File: config.mk
export PLATFORM = sky130hd
export DESIGN_NAME = alu_op_sequencer
export DESIGN_NICKNAME = d
export VERILOG_FILES = /design/src/rtl/alu_op_sequencer.sv
export SDC_FILE = /design/constraint.sdc
export NUM_CORES = 1
export LEC_CHECK = 0
export CAP_MARGIN = 40
export CORE_AREA = 10 10 84 86
export CTS_BUF_LIST = sky130_fd_sc_hd__clkbuf_8
export CTS_CLUSTER_SIZE = 25
export DETAILED_ROUTE_END_ITERATION = 8
export DIE_AREA = 0 0 94 96
export GPL_TIMING_DRIVEN = 0
export PLACE_DENSITY = 0.93
export SKIP_CTS_REPAIR_TIMING = 1
export SYNTH_ARGS = -nofsm -noshare
export SYNTH_HDL_FRONTEND = slang
export SYNTH_SLANG_ARGS = --single-unit
File: constraint.sdc
create_clock -name i_clk -period 4.7 [get_ports i_clk]
set_input_delay 0.94 -clock i_clk [delete_from_list [all_inputs] [get_ports i_clk]]
set_output_delay 0.94 -clock i_clk [all_outputs]
set_load 0.05 [all_outputs]
File: src/rtl/alu_op_sequencer.sv
// alu_op_sequencer: one-outstanding-operation controller for a registered ALU.
// Commands come in on a valid/ready stream. Operands and opcode are registered
// onto the ALU inputs. After LATENCY+1 clocks the ALU result and status are
// captured and returned, together with the command tag, on a valid/ready
// response stream.
//
// Handshake rule for both streams: a transfer happens on a rising edge where
// valid and ready are both high. A producer holding valid keeps its payload
// stable and does not drop valid until that edge. Here o_cmd_ready depends
// only on state, never on i_cmd_valid. o_rsp_valid and o_rsp_* depend only on
// registers, never on i_rsp_ready.
module alu_op_sequencer #(
  parameter int BITS     = 8,
  parameter int LATENCY  = 1,
  parameter int TAG_BITS = 4,
  parameter int CNT_BITS = 16
) (
  input  logic                i_clk,
  input  logic                i_rst,
  input  logic                i_cmd_valid,
  output logic                o_cmd_ready,
  input  logic [BITS-1:0]     i_cmd_a,
  input  logic [BITS-1:0]     i_cmd_b,
  input  logic [1:0]          i_cmd_op,
  input  logic [TAG_BITS-1:0] i_cmd_tag,
  output logic [BITS-1:0]     o_alu_a,
  output logic [BITS-1:0]     o_alu_b,
  output logic [1:0]          o_alu_op,
  input  logic [BITS-1:0]     i_alu_out,
  input  logic [3:0]          i_alu_status,
  output logic                o_rsp_valid,
  input  logic                i_rsp_ready,
  output logic [BITS-1:0]     o_rsp_out,
  output logic [3:0]          o_rsp_status,
  output logic [1:0]          o_rsp_op,
  output logic [TAG_BITS-1:0] o_rsp_tag,
  output logic                o_busy,
  output logic [CNT_BITS-1:0] o_op_count
);

  typedef enum logic [1:0] {
    IDLE = 2'd0,
    WAIT = 2'd1,
    RESP = 2'd2
  } state_t;

  // LATENCY is at most 15, so 4 bits cover every legal load value.
  localparam logic [3:0] LAT_LOAD = 4'(LATENCY);

  state_t                state_q,      state_d;
  logic [3:0]            wait_cnt_q,   wait_cnt_d;
  logic [BITS-1:0]       alu_a_q,      alu_a_d;
  logic [BITS-1:0]       alu_b_q,      alu_b_d;
  logic [1:0]            alu_op_q,     alu_op_d;
  logic [TAG_BITS-1:0]   tag_q,        tag_d;
  logic [BITS-1:0]       rsp_out_q,    rsp_out_d;
  logic [3:0]            rsp_status_q, rsp_status_d;
  logic [1:0]            rsp_op_q,     rsp_op_d;
  logic [TAG_BITS-1:0]   rsp_tag_q,    rsp_tag_d;
  logic [CNT_BITS-1:0]   op_count_q,   op_count_d;

  // Next-state and datapath: accept in IDLE, count down in WAIT, and hold the
  // response in RESP until it is taken.
  always_comb begin
    state_d      = state_q;
    wait_cnt_d   = wait_cnt_q;
    alu_a_d      = alu_a_q;
    alu_b_d      = alu_b_q;
    alu_op_d     = alu_op_q;
    tag_d        = tag_q;
    rsp_out_d    = rsp_out_q;
    rsp_status_d = rsp_status_q;
    rsp_op_d     = rsp_op_q;
    rsp_tag_d    = rsp_tag_q;
    op_count_d   = op_count_q;
    unique case (state_q)
      IDLE: begin
        if (i_cmd_valid) begin
          alu_a_d    = i_cmd_a;
          alu_b_d    = i_cmd_b;
          alu_op_d   = i_cmd_op;
          tag_d      = i_cmd_tag;
          wait_cnt_d = LAT_LOAD;
          state_d    = WAIT;
        end
      end
      WAIT: begin
        if (wait_cnt_q == 4'd0) begin
          // The ALU output has had LATENCY edges to settle since the operands
          // changed, so this edge is the one where it is valid.
          rsp_out_d    = i_alu_out;
          rsp_status_d = i_alu_status;
          rsp_op_d     = alu_op_q;
          rsp_tag_d    = tag_q;
          state_d      = RESP;
        end else begin
          wait_cnt_d = wait_cnt_q - 4'd1;
        end
      end
      RESP: begin
        if (i_rsp_ready) begin
          // Returning to IDLE without accepting keeps one IDLE cycle between
          // operations.
          op_count_d = op_count_q + CNT_BITS'(1);
          state_d    = IDLE;
        end
      end
      default: state_d = IDLE;
    endcase
  end

  // State and datapath registers. Reset aborts any operation in flight.
  always_ff @(posedge i_clk or negedge i_rst) begin
    if (!i_rst) begin
      state_q      <= IDLE;
      wait_cnt_q   <= '0;
      alu_a_q      <= '0;
      alu_b_q      <= '0;
      alu_op_q     <= '0;
      tag_q        <= '0;
      rsp_out_q    <= '0;
      rsp_status_q <= '0;
      rsp_op_q     <= '0;
      rsp_tag_q    <= '0;
      op_count_q   <= '0;
    end else begin
      state_q      <= state_d;
      wait_cnt_q   <= wait_cnt_d;
      alu_a_q      <= alu_a_d;
      alu_b_q      <= alu_b_d;
      alu_op_q     <= alu_op_d;
      tag_q        <= tag_d;
      rsp_out_q    <= rsp_out_d;
      rsp_status_q <= rsp_status_d;
      rsp_op_q     <= rsp_op_d;
      rsp_tag_q    <= rsp_tag_d;
      op_count_q   <= op_count_d;
    end
  end

  assign o_cmd_ready  = (state_q == IDLE);
  assign o_busy       = (state_q != IDLE);
  assign o_rsp_valid  = (state_q == RESP);
  assign o_alu_a      = alu_a_q;
  assign o_alu_b      = alu_b_q;
  assign o_alu_op     = alu_op_q;
  assign o_rsp_out    = rsp_out_q;
  assign o_rsp_status = rsp_status_q;
  assign o_rsp_op     = rsp_op_q;
  assign o_rsp_tag    = rsp_tag_q;
  assign o_op_count   = op_count_q;

endmodule

After elaboration in Yosys (flattened, before gate mapping) --
Cells that the tools add are included.
Word-level totals: input port bits 38, flip-flop bits (word level) 62, output and inout bits 55, word-level logic and storage cells 35
Operators by class: equality and inequality tests 6, mux-type cells 7, add/sub/neg operators 2, reductions and logical operators 9
Operators by type and width (count):
- $add A16 B1 Y16 const B | 1
- $mux W4 | 2
- $pmux W4 S2 | 1
- $mux W2 | 3
- $ne A2 B2 Y1 const B | 3
- $pmux W2 S3 | 1
- $reduce_and A2 Y1 | 3
- $reduce_and A3 Y1 | 2
- $logic_not A4 Y1 | 1
- $reduce_bool A2 Y1 | 2
- $sub A4 B1 Y4 const B | 1
- $eq A2 B1 Y1 const B | 1
- $eq A2 B2 Y1 const B | 1
- $logic_not A2 Y1 | 1
- $ne A2 B1 Y1 const B | 1

Logic depth before layout (Yosys ltp) --
Gate-level depths: netlist of the first run.
depth in word-level cells 3, gate-level depth with buffers 6, gate-level depth less buffers 6

Worst setup path before layout of the first run --
No wires, ideal clock.
kind reg-to-output, start point register state_q[0], end point output port o_cmd_ready, arrival time 0.968 ns, buffers on the path 0, data required time 3.760 ns, setup slack 2.792 ns, stages on the path, launching flop included 3, path through dfrtp_1 or2_4 inv_2
On the way: word-level cells in the longest chain between the ends 1
Ends and longest elaborated chain:
- start, declared | line 50 | state_t state_q, state_d;
- start signal, assigned | line 127 | state_q <= state_d;
- $logic_not A2 Y1 | line 141 | assign o_cmd_ready = (state_q == IDLE);
- end, declared | line 21 | output logic o_cmd_ready,
No other way between the ends.

Final worst setup path of the first run --
Ends and elaborated chain as after synthesis.

==> results.py, run 1 <==
metrics = {
    "final_layout": {
        "nets": 323,
        "final_layout_size_suffix_gt1_frac": 0.251,
        "mostFrequentLayoutCells": "clkdlybuf4s50_1 (91), dfrtp_1 (62), mux2_2 (24), mux2_4 (18), clkbuf_8 (12)",
        "antenna_cells": 0,
        "syn_to_final_growth_pct": 45.8,
        "final_common_cell": "clkdlybuf4s50_1",
    },
    "drt": {
        "drc": 0,
        "dr.pass1.iters": 4,
        "wl_per_cell_microns": 17.3,
        "avgViaCountPerCell": 5.03,
        "finalWirelength_microns": 6210,
        "via_count": 1805,
        "ant_nets": 0,
        "drt_iter0_drc": 58,
    },
    "die": {
        "die_w_microns": 94,
        "ios": 93,
        "start_util": 0.490,
        "rows": 27,
        "coreArea_sq_mm": 0.00541,
        "die_y_microns": 96,
        "die_area_sq_mm": 0.00902,
    },
    "job": {
        "cap_violations": 0,
    },
    "timing": {
        "slew_headroom": 0.623,
        "rsz0062_at_grt": "false",
        "setup_viol_count_final": 0,
        "fin_crit_sh": 0.601,
        "setup_ws_ns": 1.87,
        "post-route-min-period_ns": 2.83,
        "setup_tns_ns": 0,
        "hold_violations": 0,
        "max_freq_ghz": 0.354,
        "drv_slew": 0,
        "worst_pin_slew_ns": 0.566,
        "skew_ns": 0.00599,
    },
    "global_route": {
        "grt_first_pass_wirelength_microns": 9840,
        "grt_overflow": 0,
        "top_usage_layer": "met2",
        "antenna_found_initial": 0,
        "use_met1": 0.164,
        "grtUsageMet2": 0.222,
        "grt_pass1_vias": 1936,
        "use_met3": 0.0654,
        "grt_max_degree": 40,
        "track_usage": 0.139,
    },
    "cts": {
        "clock_sinks": 62,
        "cts_tree": "done",
        "cts_buffers": 9,
        "clockBufferDepth": 2,
        "htreeDepth": 3,
        "root_buffer": "clkbuf_8",
        "clk_latency_ns": 0.32,
        "clkTransAtPathRegs_ns": 0.06,
    },
    "logic_synthesis": {
        "syn_area_sq_mm": 0.00265,
        "yosysWarnings": 0,
        "synth_cells": 178,
        "syn_nets": 219,
        "avgSynthCellArea_sq_um": 14.9,
        "synthTopCellsByArea": "dfrtp_1 (59%), mux2_4 (10%), mux2_2 (10%), xnor2_1 (3.3%), xor2_1 (2.3%)",
        "synth_cell_types": 31,
        "yosys.area.top_type_share": 0.586,
        "seq_area_frac_synth": 0.586,
        "synth_seq_cells": 62,
        "yosysTopAreaCell": "dfrtp_1",
    },
    "place": {
        "dp_hpwl_microns": 4770,
        "preCtsSetupSlack_ns": 2.16,
        "portBuffers": 92,
        "place.gp.congestion": 0.814,
    },
    "worst_setup_path": {
        "critPathKind": "register to output port",
        "r2r-start": "wait_cnt_q[0]",
        "arrival_ns": 1.89,
        "r2r_cells": 6,
        "cp_num_buf_inv": 2,
        "critPathRequiredTime_ns": 3.76,
        "end_kind": "output port",
        "worstSetupStartpointType": "register",
        "crit_path_max_incr_delay_ns": 0.79,
        "cp_max_fo": 7,
        "r2r_end": "o_rsp_status[3]",
        "r2r_slack_ns": 2.89,
        "path_cells": "or2_4 -> inv_2 -> clkdlybuf4s50_1",
        "cpMaxStageDelayCell": "clkdlybuf4s50_1",
        "path_delay_family": "buffers and inverters",
    },
    "min_path": {
        "hp-start": "o_op_count[15]",
        "worstHoldPathCells": 1,
        "hold_end": "o_op_count[15]",
        "holdCritPathClass": "register to register",
    },
    "pwr": {
        "ir_drop_v": 0.000442,
        "cellPowerDensity_mw_per_mm2": 751,
        "power.leakage_uw": 0.00169,
    },
    "run_status": {
        "status": "complete, no violations",
    },
}
[final cells by class]
type                    count  area [sq um]
inverters                   4          15.0
flip-flops and latches     62          1550
well taps                  72          90.1
repair buffers             93           936
clock inverters             4          21.3
multi-input cells         108          1020
clock buffers              12           165
fillers                   389          1550
plain buffers               4          62.6
[kinds of logic (layout without fill, tap and decap cells)]
family,after synthesis,after routing,share of synthesized area
mux,42,42,0.204
flops,62,62,0.586
simple gates,40,40,0.0945
xor+xnor,17,17,0.0562
compound gates,6,6,0.0156
buf+inv,8,117,0.0293
fa+ha+maj,3,3,0.0142
[sequential cells by signal, summed over array words and instances (netlist names)]
| signal | count |
|---|---|
| state_q | 2 |
| tag_q | 4 |
| o_rsp_out | 8 |
| o_alu_b | 8 |
| wait_cnt_q | 4 |
| o_alu_op | 2 |
| o_rsp_op | 2 |
| o_rsp_status | 4 |
| o_rsp_tag | 4 |
| o_op_count | 16 |
| o_alu_a | 8 |
[through the flow]
step / power, uW / instances / instance area [sq um] / util / hold slack, ns
5_1_grt: 3040 / 359 / 3860 / 0.714 / 0.504
3_5_place_dp: 2500 / 343 / 3670 / 0.680 / 0.463
6_report: 2900 / 359 / 3860 / 0.714 / 0.476
2_1_floorplan: 1980 / 178 / 2650 / - / 0.477
3_3_place_gp: 2460 / 342 / 3660 / 0.677 / 0.465
4_1_cts: 2930 / 359 / 3860 / 0.714 / 0.482
[where the power goes]
part | leakage [uW] | internal [uW] | switching (uW)
Combinational | 0.000821 | 664 | 925
Clock | 0.0000996 | 231 | 191
Sequential | 0.000766 | 750 | 138
Total | 0.00169 | 1640 | 1250
[cell usage after synthesis]
library cell	number
a21oi_1	1
nand2_4	1
nand2b_4	1
inv_1	2
nor2_1	7
and4_1	1
mux2_4	18
inv_2	2
nor3_1	3
nand4_1	6
o31ai_1	1
mux2_2	24
and3_1	2
buf_6	2
xor2_1	7
or2_4	1
o21ai_0	1
nand3_1	6
nand3b_1	2
nand2_1	6
xnor2_1	10
nor3b_4	1
and2_4	1
buf_12	2
dfrtp_1	62
and2b_2	1
o21bai_1	1
a22oi_1	1
nor4_2	1
a22o_1	1
ha_1	3
[how the worst max path moves through the flow]
stage,startpoint,to,slack [ns],cells after the start
after floorplan,state_q[0],o_cmd_ready,2.79,2
after detailed placement,i_rsp_ready,o_op_count[13],2.16,5
final,state_q[0],o_cmd_ready,1.87,3
after CTS,state_q[1],o_cmd_ready,1.86,3
after global placement,i_rst,o_alu_a[1],0.78,1
after global routing,state_q[0],o_cmd_ready,1.80,3
[metal layers]
| metal | wire length (microns) | up-vias |
|---|---|---|
| met3 | 560 | 2 |
| met4 | 18 | 0 |
| met2 | 2930 | 75 |
| li1 | - | 825 |
| met5 | 0 | - |
| met1 | 2710 | 903 |
[worst register-to-register path, delay by kind of cell (launching register included)]
family / cells / cell delay [ns]
adders and majority gates: 1 / 0.16
muxes: 1 / 0.28
buffers and inverters: 2 / 0.31
and+or+nand+nor: 2 / 0.55
DFF: 1 / 0.40
(Power assumes the default switching activity.)
==> inputs of run 2 (changes only) <==
- CORE_AREA: 10 10 84 86 -> 10 10 87 89
- DIE_AREA: 0 0 94 96 -> 0 0 97 99
- PLACE_DENSITY: 0.93 -> 0.87
- clock period: 4.7 -> 2.72 ns (I/O delays scaled with it)
==> run 2 against run 1 <==
  * Sequential power increased by 71%
  * Routed wire length is 2.3% lower
  * Power rose by 75%
  * Clock power is 90% higher
  * Setup slack got worse by 1.6 ns
  * Combinational power increased by 72%
  * Via count down 2.4%
  * Global-route usage down 0.83 points
  * Non-clock buffer count unchanged
  * Die area increased by 6.4%
  * Critical path type unchanged
==> results.py, run 2 (synthesis results as in run 1) <==
metrics = {
    "run_status": {
        "status": "complete, no violations",
    },
    "timing": {
        "skew_ns": 0.00736,
        "post-route-min-period_ns": 2.44,
        "fin_crit_sh": 0.896,
        "timing.hold.ws_ns": 0.262,
        "setup_viol_count_final": 0,
        "max_freq_ghz": 0.410,
        "worst_pin_slew_ns": 0.727,
        "drv_slew": 0,
        "slew_headroom": 0.515,
        "hold_violations": 0,
        "rsz0062_at_grt": "false",
    },
    "pwr": {
        "seq_power_share": 0.301,
        "power_switching_uw": 2160,
        "p_sw_frac": 0.427,
        "cellPowerDensity_mw_per_mm2": 1310,
        "clkPwrFrac": 0.158,
        "ir_drop_v": 0.000684,
        "power.leakage_uw": 0.00170,
        "p_comb_frac": 0.541,
        "power.total_uw": 5070,
        "p_int_uw": 2910,
    },
    "final_layout": {
        "final_area_sq_mm": 0.00388,
        "mostFrequentLayoutCells": "clkdlybuf4s50_1 (91), dfrtp_1 (62), mux2_2 (24), mux2_4 (18), clkbuf_8 (11)",
        "final_common_cell": "clkdlybuf4s50_1",
        "fillers": 447,
        "nets": 323,
        "largest_register_ffs": 16,
        "syn_to_final_growth_pct": 46.5,
        "antenna_cells": 0,
        "final_layout_size_suffix_gt1_frac": 0.251,
    },
    "die": {
        "start_util": 0.453,
        "coreArea_sq_mm": 0.00585,
        "ios": 93,
        "rows": 28,
        "die_area_sq_mm": 0.00960,
        "die_w_microns": 97,
        "die_y_microns": 99,
    },
    "global_route": {
        "grt_overflow": 0,
        "track_usage": 0.130,
        "grtUsageMet2": 0.191,
        "grt_pass1_vias": 1923,
        "top_usage_layer": "met2",
        "grt_first_pass_wirelength_microns": 10100,
        "antenna_found_initial": 0,
        "grt_max_degree": 33,
        "use_met3": 0.0726,
        "use_met1": 0.151,
    },
    "cts": {
        "cts_buffers": 9,
        "clock_sinks": 62,
        "htreeDepth": 3,
        "root_buffer": "clkbuf_8",
        "clk_latency_ns": 0.33,
        "clockBufferDepth": 2,
        "cts_tree": "done",
        "clkTransAtPathRegs_ns": 0.07,
    },
    "worst_setup_path": {
        "r2r-start": "wait_cnt_q[0]",
        "r2r_end": "o_rsp_tag[2]",
        "worstSetupStartpointType": "register",
        "critPathRequiredTime_ns": 2.18,
        "arrival_ns": 1.89,
        "cp_max_fo": 7,
        "end_kind": "output port",
        "critPathKind": "register to output port",
        "r2r_slack_ns": 0.93,
        "r2r_cells": 6,
    },
    "drt": {
        "ant_nets": 0,
        "dr.pass1.iters": 4,
        "finalWirelength_microns": 6070,
        "avgViaCountPerCell": 4.87,
        "drc": 0,
        "wl_per_cell_microns": 16.8,
        "via_count": 1762,
        "drt_iter0_drc": 49,
    },
    "place": {
        "portBuffers": 92,
        "dpl_cell_area_sq_mm": 0.00368,
        "place.gp.congestion": 0.792,
        "dp_hpwl_microns": 4620,
    },
    "job": {
        "cap_violations": 0,
    },
    "min_path": {
        "holdCritPathClass": "input port to async pin",
    },
}
## run 2: cell types whose count changed in the layout (fill, tap and decap cells not counted), sizes merged
cell / change
bufinv: +1
clkinvlp: -1
clkbuf: -1
clkinv: +1
## run 2: critical path, stage by stage, from the launching register on
cell and delay, ns:
dfrtp_1 0.44, or2_4 0.28, inv_2 0.05, clkdlybuf4s50_1 0.79
## run 2: area by class of cell
class                      count  area [sq um]  share of cell area
sequential                    62          1550               0.400
multi-input combinational    108          1020               0.263
timing repair buffer          93           936               0.241
clock buffer                  11           151              0.0390
tap                           75          93.8              0.0242
buffer                         4          62.6              0.0161
clock inverter                 5          48.8              0.0126
inverter                       4          15.0             0.00387
## run 2: worst max path at each step
stage	from	end	slack [ns]	cells after the start
after global routing	state_q[0]	o_cmd_ready	0.22	3
final	state_q[0]	o_cmd_ready	0.28	3
after detailed placement	state_q[0]	o_cmd_ready	0.62	3
after floorplan	state_q[0]	o_alu_a[7]	0.89	6
after global placement	i_rst	o_alu_a[3]	-0.88	1
after CTS	state_q[0]	o_cmd_ready	0.25	3
## run 2: stage by stage
step	util	TNS, ns	instances	setup slack, ns
floorplan	-	0	178	0.894
detailed placement	0.629	0	346	0.617
finish	0.663	0	362	0.282
CTS	0.663	0	362	0.255
global route	0.663	0	362	0.216
global placement	0.626	-54.42	345	-0.881
## run 2: power by group through the flow
| stage | Combinational (uW) | Clock (uW) | Sequential [uW] |
|---|---|---|---|
| after CTS | 2790 | 824 | 1530 |
| after floorplan | 877 | 0 | 2550 |
| final | 2740 | 803 | 1520 |
| after detailed placement | 2780 | 0 | 1540 |
| after global routing | 2890 | 860 | 1580 |
| after global placement | 2740 | 0 | 1520 |
## run 2: metal layers
| metal | up-vias | wire length, microns |
|---|---|---|
| met3 | 10 | 700 |
| met2 | 69 | 2730 |
| met5 | - | 0 |
| met4 | 0 | 99 |
| li1 | 827 | - |
| met1 | 856 | 2540 |
